**config.mk**
```make
export PLATFORM = sky130hd
export DESIGN_NAME = rv32im_mem_arbiter
export DESIGN_NICKNAME = d
export VERILOG_FILES = /design/src/rtl/rv32im_mem_arbiter.sv
export SDC_FILE = /design/constraint.sdc
export NUM_CORES = 1
export LEC_CHECK = 0
export CORE_MARGIN = 2
export CORE_UTILIZATION = 38
export DETAILED_ROUTE_END_ITERATION = 7
export HOLD_SLACK_MARGIN = 0.1
export PLACE_DENSITY_LB_ADDON = 0.05
export SYNTH_ARGS = -nofsm -noshare
export SYNTH_HDL_FRONTEND = slang
export SYNTH_SLANG_ARGS = --single-unit
```
**constraint.sdc**
```tcl
create_clock -name clk_i -period 1.7 [get_ports clk_i]
set_input_delay 0.17 -clock clk_i [delete_from_list [all_inputs] [get_ports clk_i]]
set_output_delay 0.17 -clock clk_i [all_outputs]
set_load 0.1 [all_outputs]
```
**src/rtl/rv32im_mem_arbiter.sv**
```systemverilog
// Shares one memory port between instruction fetch and the load/store unit.
// One access in flight; LSU wins ties unless IF has been passed over too often.
module rv32im_mem_arbiter #(
  parameter int ADDR_WIDTH     = 32,
  parameter int DATA_WIDTH     = 32,
  parameter int MAX_LSU_STREAK = 4,
  parameter int TIMEOUT_CYCLES = 64
) (
  input  logic                  clk_i,
  input  logic                  rst_ni,
  input  logic                  if_req_i,
  input  logic [ADDR_WIDTH-1:0] if_addr_i,
  output logic                  if_gnt_o,
  output logic                  if_rvalid_o,
  output logic [DATA_WIDTH-1:0] if_rdata_o,
  output logic                  if_err_o,
  input  logic                  lsu_req_i,
  input  logic                  lsu_we_i,
  input  logic [ADDR_WIDTH-1:0] lsu_addr_i,
  input  logic [DATA_WIDTH-1:0] lsu_wdata_i,
  input  logic [3:0]            lsu_be_i,
  output logic                  lsu_gnt_o,
  output logic                  lsu_rvalid_o,
  output logic [DATA_WIDTH-1:0] lsu_rdata_o,
  output logic                  lsu_err_o,
  output logic                  mem_req_o,
  output logic                  mem_we_o,
  output logic [ADDR_WIDTH-1:0] mem_addr_o,
  output logic [DATA_WIDTH-1:0] mem_wdata_o,
  output logic [3:0]            mem_be_o,
  input  logic                  mem_gnt_i,
  input  logic                  mem_rvalid_i,
  input  logic [DATA_WIDTH-1:0] mem_rdata_i,
  output logic                  busy_o
);

  localparam int SW = $clog2(MAX_LSU_STREAK + 1);
  localparam int CW = $clog2(TIMEOUT_CYCLES + 1);
  localparam logic [SW-1:0] STREAK_MAX = SW'(MAX_LSU_STREAK);
  localparam logic [CW-1:0] TO_LAST    = CW'(TIMEOUT_CYCLES - 1);

  typedef enum logic [1:0] {IDLE, REQ, WAIT, RESP} state_e;
  typedef enum logic {OWN_IF, OWN_LSU} owner_e;

  typedef struct packed {
    logic                  req;
    logic                  we;
    logic [ADDR_WIDTH-1:0] addr;
    logic [DATA_WIDTH-1:0] wdata;
    logic [3:0]            be;
  } mem_req_t;

  state_e          state;
  owner_e          owner;
  mem_req_t        req_q;
  logic [SW-1:0]   lsu_streak;
  logic [CW-1:0]   to_cnt;

  logic            idle;
  logic            grant_lsu;
  logic            grant_if;
  logic            timeout;
  logic            resp_fire;
  logic            resp_err;
  logic [DATA_WIDTH-1:0] resp_data;

  assign idle    = (state == IDLE);
  assign busy_o  = !idle;
  assign timeout = (to_cnt == TO_LAST);

  // Grants are combinational so the requester sees acceptance in its request
  // cycle; gated by reset so every output reads 0 while rst_ni is low.
  assign grant_lsu = rst_ni && idle && lsu_req_i &&
                     !(if_req_i && (lsu_streak == STREAK_MAX));
  assign grant_if  = rst_ni && idle && if_req_i && !grant_lsu;
  assign lsu_gnt_o = grant_lsu;
  assign if_gnt_o  = grant_if;

  assign mem_req_o   = req_q.req;
  assign mem_we_o    = req_q.we;
  assign mem_addr_o  = req_q.addr;
  assign mem_wdata_o = req_q.wdata;
  assign mem_be_o    = req_q.be;

  // Progress (grant in REQ, rvalid in WAIT) beats the timeout in the same cycle.
  always_comb begin
    resp_fire = 1'b0;
    resp_err  = 1'b0;
    resp_data = '0;
    if (state == REQ) begin
      if (!mem_gnt_i && timeout) begin
        resp_fire = 1'b1;
        resp_err  = 1'b1;
      end
    end else if (state == WAIT) begin
      if (mem_rvalid_i) begin
        resp_fire = 1'b1;
        resp_data = req_q.we ? '0 : mem_rdata_i;
      end else if (timeout) begin
        resp_fire = 1'b1;
        resp_err  = 1'b1;
      end
    end
  end

  always_ff @(posedge clk_i or negedge rst_ni) begin
    if (!rst_ni) begin
      state      <= IDLE;
      owner      <= OWN_IF;
      req_q      <= '0;
      lsu_streak <= '0;
      to_cnt     <= '0;
    end else begin
      case (state)
        IDLE: begin
          if (grant_lsu) begin
            state       <= REQ;
            owner       <= OWN_LSU;
            to_cnt      <= '0;
            req_q.req   <= 1'b1;
            req_q.we    <= lsu_we_i;
            req_q.addr  <= lsu_addr_i;
            req_q.wdata <= lsu_wdata_i;
            req_q.be    <= lsu_be_i;
            if (!if_req_i)
              lsu_streak <= '0;
            else if (lsu_streak != STREAK_MAX)
              lsu_streak <= lsu_streak + 1'b1;
          end else if (grant_if) begin
            state       <= REQ;
            owner       <= OWN_IF;
            to_cnt      <= '0;
            req_q.req   <= 1'b1;
            req_q.we    <= 1'b0;
            req_q.addr  <= if_addr_i;
            req_q.wdata <= '0;
            req_q.be    <= 4'hF;
            lsu_streak  <= '0;
          end
        end
        REQ: begin
          if (!timeout) to_cnt <= to_cnt + 1'b1;
          if (mem_gnt_i) begin
            req_q.req <= 1'b0;
            state     <= WAIT;
          end else if (resp_fire) begin
            req_q.req <= 1'b0;
            state     <= RESP;
          end
        end
        WAIT: begin
          if (!timeout) to_cnt <= to_cnt + 1'b1;
          if (resp_fire) state <= RESP;
        end
        RESP:    state <= IDLE;
        default: state <= IDLE;
      endcase
    end
  end

  // Response registers hold their last value until the owner's next response.
  always_ff @(posedge clk_i or negedge rst_ni) begin
    if (!rst_ni) begin
      if_rvalid_o  <= 1'b0;
      if_rdata_o   <= '0;
      if_err_o     <= 1'b0;
      lsu_rvalid_o <= 1'b0;
      lsu_rdata_o  <= '0;
      lsu_err_o    <= 1'b0;
    end else begin
      if_rvalid_o  <= 1'b0;
      lsu_rvalid_o <= 1'b0;
      if (resp_fire) begin
        if (owner == OWN_LSU) begin
          lsu_rvalid_o <= 1'b1;
          lsu_rdata_o  <= resp_data;
          lsu_err_o    <= resp_err;
        end else begin
          if_rvalid_o  <= 1'b1;
          if_rdata_o   <= resp_data;
          if_err_o     <= resp_err;
        end
      end
    end
  end

endmodule

```
==> impl_results.rst <==
.. list-table::
   :header-rows: 1

   * - Metric
     - Value
   * - Vias in the first global route
     - 5898
   * - Cell area after technology mapping
     - 0.00623 sq mm
   * - Post-Layout Inst Area
     - 0.0107 sq mm
   * - Final Skew
     - 0.00955 ns
   * - Fillcell total
     - 1199
   * - Number of detailed-routing iterations run before antenna repair
     - 5
   * - Total wirelength of the detailed-routed design
     - 21100 microns
   * - Number of max-cap violations
     - 0
   * - Buffers added on ports
     - 279
   * - Max stage delay cell, worst path
     - dfrtp_1
   * - Headroom to the max-slew limit
     - 55.8%
   * - Hold Worst Slack
     - 0.281 ns
   * - DPL Wire Length
     - 13300 microns
   * - Buffer levels on the longest clock path
     - 2
   * - Synthesis Warnings
     - 0
   * - Worst Path Max Fanout
     - 6
   * - Peak per-stage delay on the critical path
     - 0.39 ns
   * - Fraction of the yosys area taken by sequential cells
     - 60.7%
   * - Number of endpoints failing setup at the final stage
     - 101
   * - Dominant synthesized flop cell
     - dfrtp_1
   * - CP arrival
     - 2.27 ns
   * - Site Rows
     - 46
   * - Library cell with the largest summed area after synthesis
     - dfrtp_1
   * - RSZ-0062 raised after global routing
     - true
   * - Status
     - finished with violations
   * - Area share of the leading cell type in the synthesized netlist
     - 60.7%
   * - Syn Nets
     - 671
   * - Failing checks
     - setup timing
   * - Core area
     - 0.0159 sq mm
   * - Clock tree root driver cell
     - clkbuf_16
   * - Post-synth ARST share
     - 100%
   * - Number of enable flip-flop cells after synthesis
     - 0
   * - DRC errors left
     - 0
   * - Via density per instance
     - 5.36
   * - Layout cells sized above 1
     - 31.8%
   * - Clock H-tree levels
     - 4
   * - Register bit total from synthesis
     - 151
   * - CP endpoint kind
     - register
   * - Area post-placement
     - 0.00928 sq mm
   * - Max Slew Vio Count
     - 0
   * - Width of the die
     - 132 microns
   * - Number of antenna violations at the first check in global routing
     - 0
   * - Ordered list of cells on the worst path
     - buf_4, ha_4, nand2b_4, a211oi_4, buf_6, o21ai_4, buf_12, buf_16, a32o_2
   * - Ranking of synthesized cells by instance count
     - dfrtp_1 (151), nand2_1 (69), a32o_1 (60), nor2_1 (41), a22o_1 (36)
   * - Per-instance average area after synthesis
     - 11.9 sq um
   * - Total number of clock tree sinks
     - 151
   * - Area enclosed by the die boundary
     - 0.0174 sq mm
   * - Transition time of the tightest slew-check pin
     - 0.663 ns
   * - Final period demand of the worst path
     - 1.96 ns
   * - Number of nets with antenna violations after detailed routing
     - 0
   * - Latest clock arrival within the worst-skew pair
     - 0.42 ns
   * - Cell count after synthesis
     - 525
   * - Internal reg-to-reg setup slack
     - -0.26 ns
   * - Min-delay worst type
     - in2reg
   * - Biggest area contributors in the synthesized netlist
     - dfrtp_1 (61%), a32o_1 (9.6%), a22o_1 (5.1%)
   * - CP Data Required Time
     - 2.01 ns
   * - Global-route usage over all layers
     - 24.1%
   * - Placer Congestion
     - 0.807
   * - Setup TNS after final layout
     - -15.83 ns
   * - Overflow left after global routing
     - 0
   * - Detailed Route Iter0 Violations
     - 238
   * - Final antenna diode count
     - 0
   * - Number of buffers inserted during clock tree synthesis
     - 17
   * - Vias
     - 5820
   * - Die height
     - 132 microns
   * - Final critical-path share of the clock period
     - 115%
   * - FMAX
     - 509 MHz
   * - Worst Slack Setup Final
     - -0.263 ns
   * - Layout overhead on the synthesized area
     - 71.3%
   * - Type of the setup path with the least slack
     - reg2reg
   * - Number of distinct standard cells referenced by the synthesized netlist
     - 45
   * - Maximum number of pins on one net before global-route repair
     - 124
   * - Clock transition at the registers of the reported paths
     - 0.07 ns
   * - Wire per inst
     - 19.4 microns
   * - Final hold violations
     - 0
   * - Starting Density
     - 39.1%
   * - Cell with the most instances after synthesis
     - dfrtp_1
   * - Global-route wire length before repair
     - 32700 microns
   * - # nets final
     - 1003
   * - TritonCTS clock tree
     - yes
   * - Startpoint class of the critical path
     - register
   * - # IOs
     - 280
==> sequential cells by signal, indices dropped and copies added (netlist names) <==
| register | count |
|---|---|
| if_err_o | 1 |
| if_rdata_o | 32 |
| if_rvalid_o | 1 |
| lsu_err_o | 1 |
| lsu_rdata_o | 32 |
| lsu_rvalid_o | 1 |
| lsu_streak | 3 |
| mem_addr_o | 32 |
| mem_be_o | 4 |
| mem_req_o | 1 |
| mem_wdata_o | 32 |
| mem_we_o | 1 |
| owner | 1 |
| state | 2 |
| to_cnt | 7 |
==> worst max-delay path: cells and delay by family, from the launching register on <==
family / cells / cell delay [ns]
simple gates: 1 / 0.15
flops: 1 / 0.39
buf+inv: 4 / 0.60
compound gates: 3 / 0.54
fa+ha+maj: 1 / 0.17
==> kinds of logic after synthesis <==
family                   share of synthesized area [%]
AO/OA/AOI/OAI                                     23.8
flip-flops                                        60.7
AND/OR/NAND/NOR                                   9.20
buffers and inverters                             4.72
adder cells (fa/ha/maj)                           1.41
multiplexers                                     0.161
==> metal layers <==
metal,part of all wire [%],global-route usage (%),vias up
met3,8.1,7.04,33
met5,0,0,-
met4,2.3,8.21,0
met2,51,42.5,254
met1,38,27.9,2895
li1,-,-,2638
==> metrics by stage <==
| stage | utilization (%) | setup slack, ns | instances |
|---|---|---|---|
| after floorplan | - | -0.176 | 525 |
| after global placement | 58.2 | -0.160 | 1015 |
| after detailed placement | 58.2 | -0.205 | 1015 |
| after CTS | 66.5 | -0.264 | 1083 |
| after global routing | 66.9 | -0.321 | 1086 |
| final | 66.9 | -0.263 | 1086 |
==> layout by cell type (no fill, tap or decap), types with 4 or more instances in the layout <==
cell and n:
a31oi_1 35, inv_1 8, dfrtp_1 150, buf_16 8, nand2_1 68, buf_12 27
clkinvlp_4 4, clkdlybuf4s50_1 137, inv_6 6, o22a_1 4, a21oi_1 11, ha_1 4
a22o_1 36, buf_4 164, nor2_1 39, a32o_1 59, bufbuf_16 5, o21ai_0 8
buf_6 14, clkbuf_16 17, nand3_1 5
==> worst paths after layout <==
kind	startpoint	end	depth (start not counted)
setup / recovery	state[0]$_DFFE_PN0P_	if_rdata_o[12]$_DFFE_PN0P_	9
hold / removal	rst_ni	state[1]$_DFFE_PN0P_	4
setup reg to reg	state[0]$_DFFE_PN0P_	if_rdata_o[12]$_DFFE_PN0P_	9
hold reg to reg	if_rdata_o[5]$_DFFE_PN0P_	if_rdata_o[5]$_DFFE_PN0P_	1
max in group asynchronous	rst_ni	mem_we_o$_DFFE_PN0P_	3
min in group asynchronous	rst_ni	lsu_streak[0]$_DFFE_PN0P_	3
==> repair_timing <==
item	CTS	global route
endpoints found under the hold margin	151	0
resized for setup	32	12
setup endpoints to repair	101	145
setup buffers	20	3
cloned	15	0
hold buffers	1	0
pin swaps	12	12
==> final cells by class <==
cell class	instances	area (sq um)	area share [%]
Multi-Input combinational cell	317	2240	21.0
Clock buffer	17	425	3.99
Sequential cell	151	3780	35.4
Inverter	13	52.6	0.492
Clock inverter	15	190	1.78
Tap cell	216	270	2.53
Timing Repair Buffer	357	3710	34.8
Power is not shown: default switching activity piles up to over one toggle a cycle in this logic, so the estimate is an artifact.
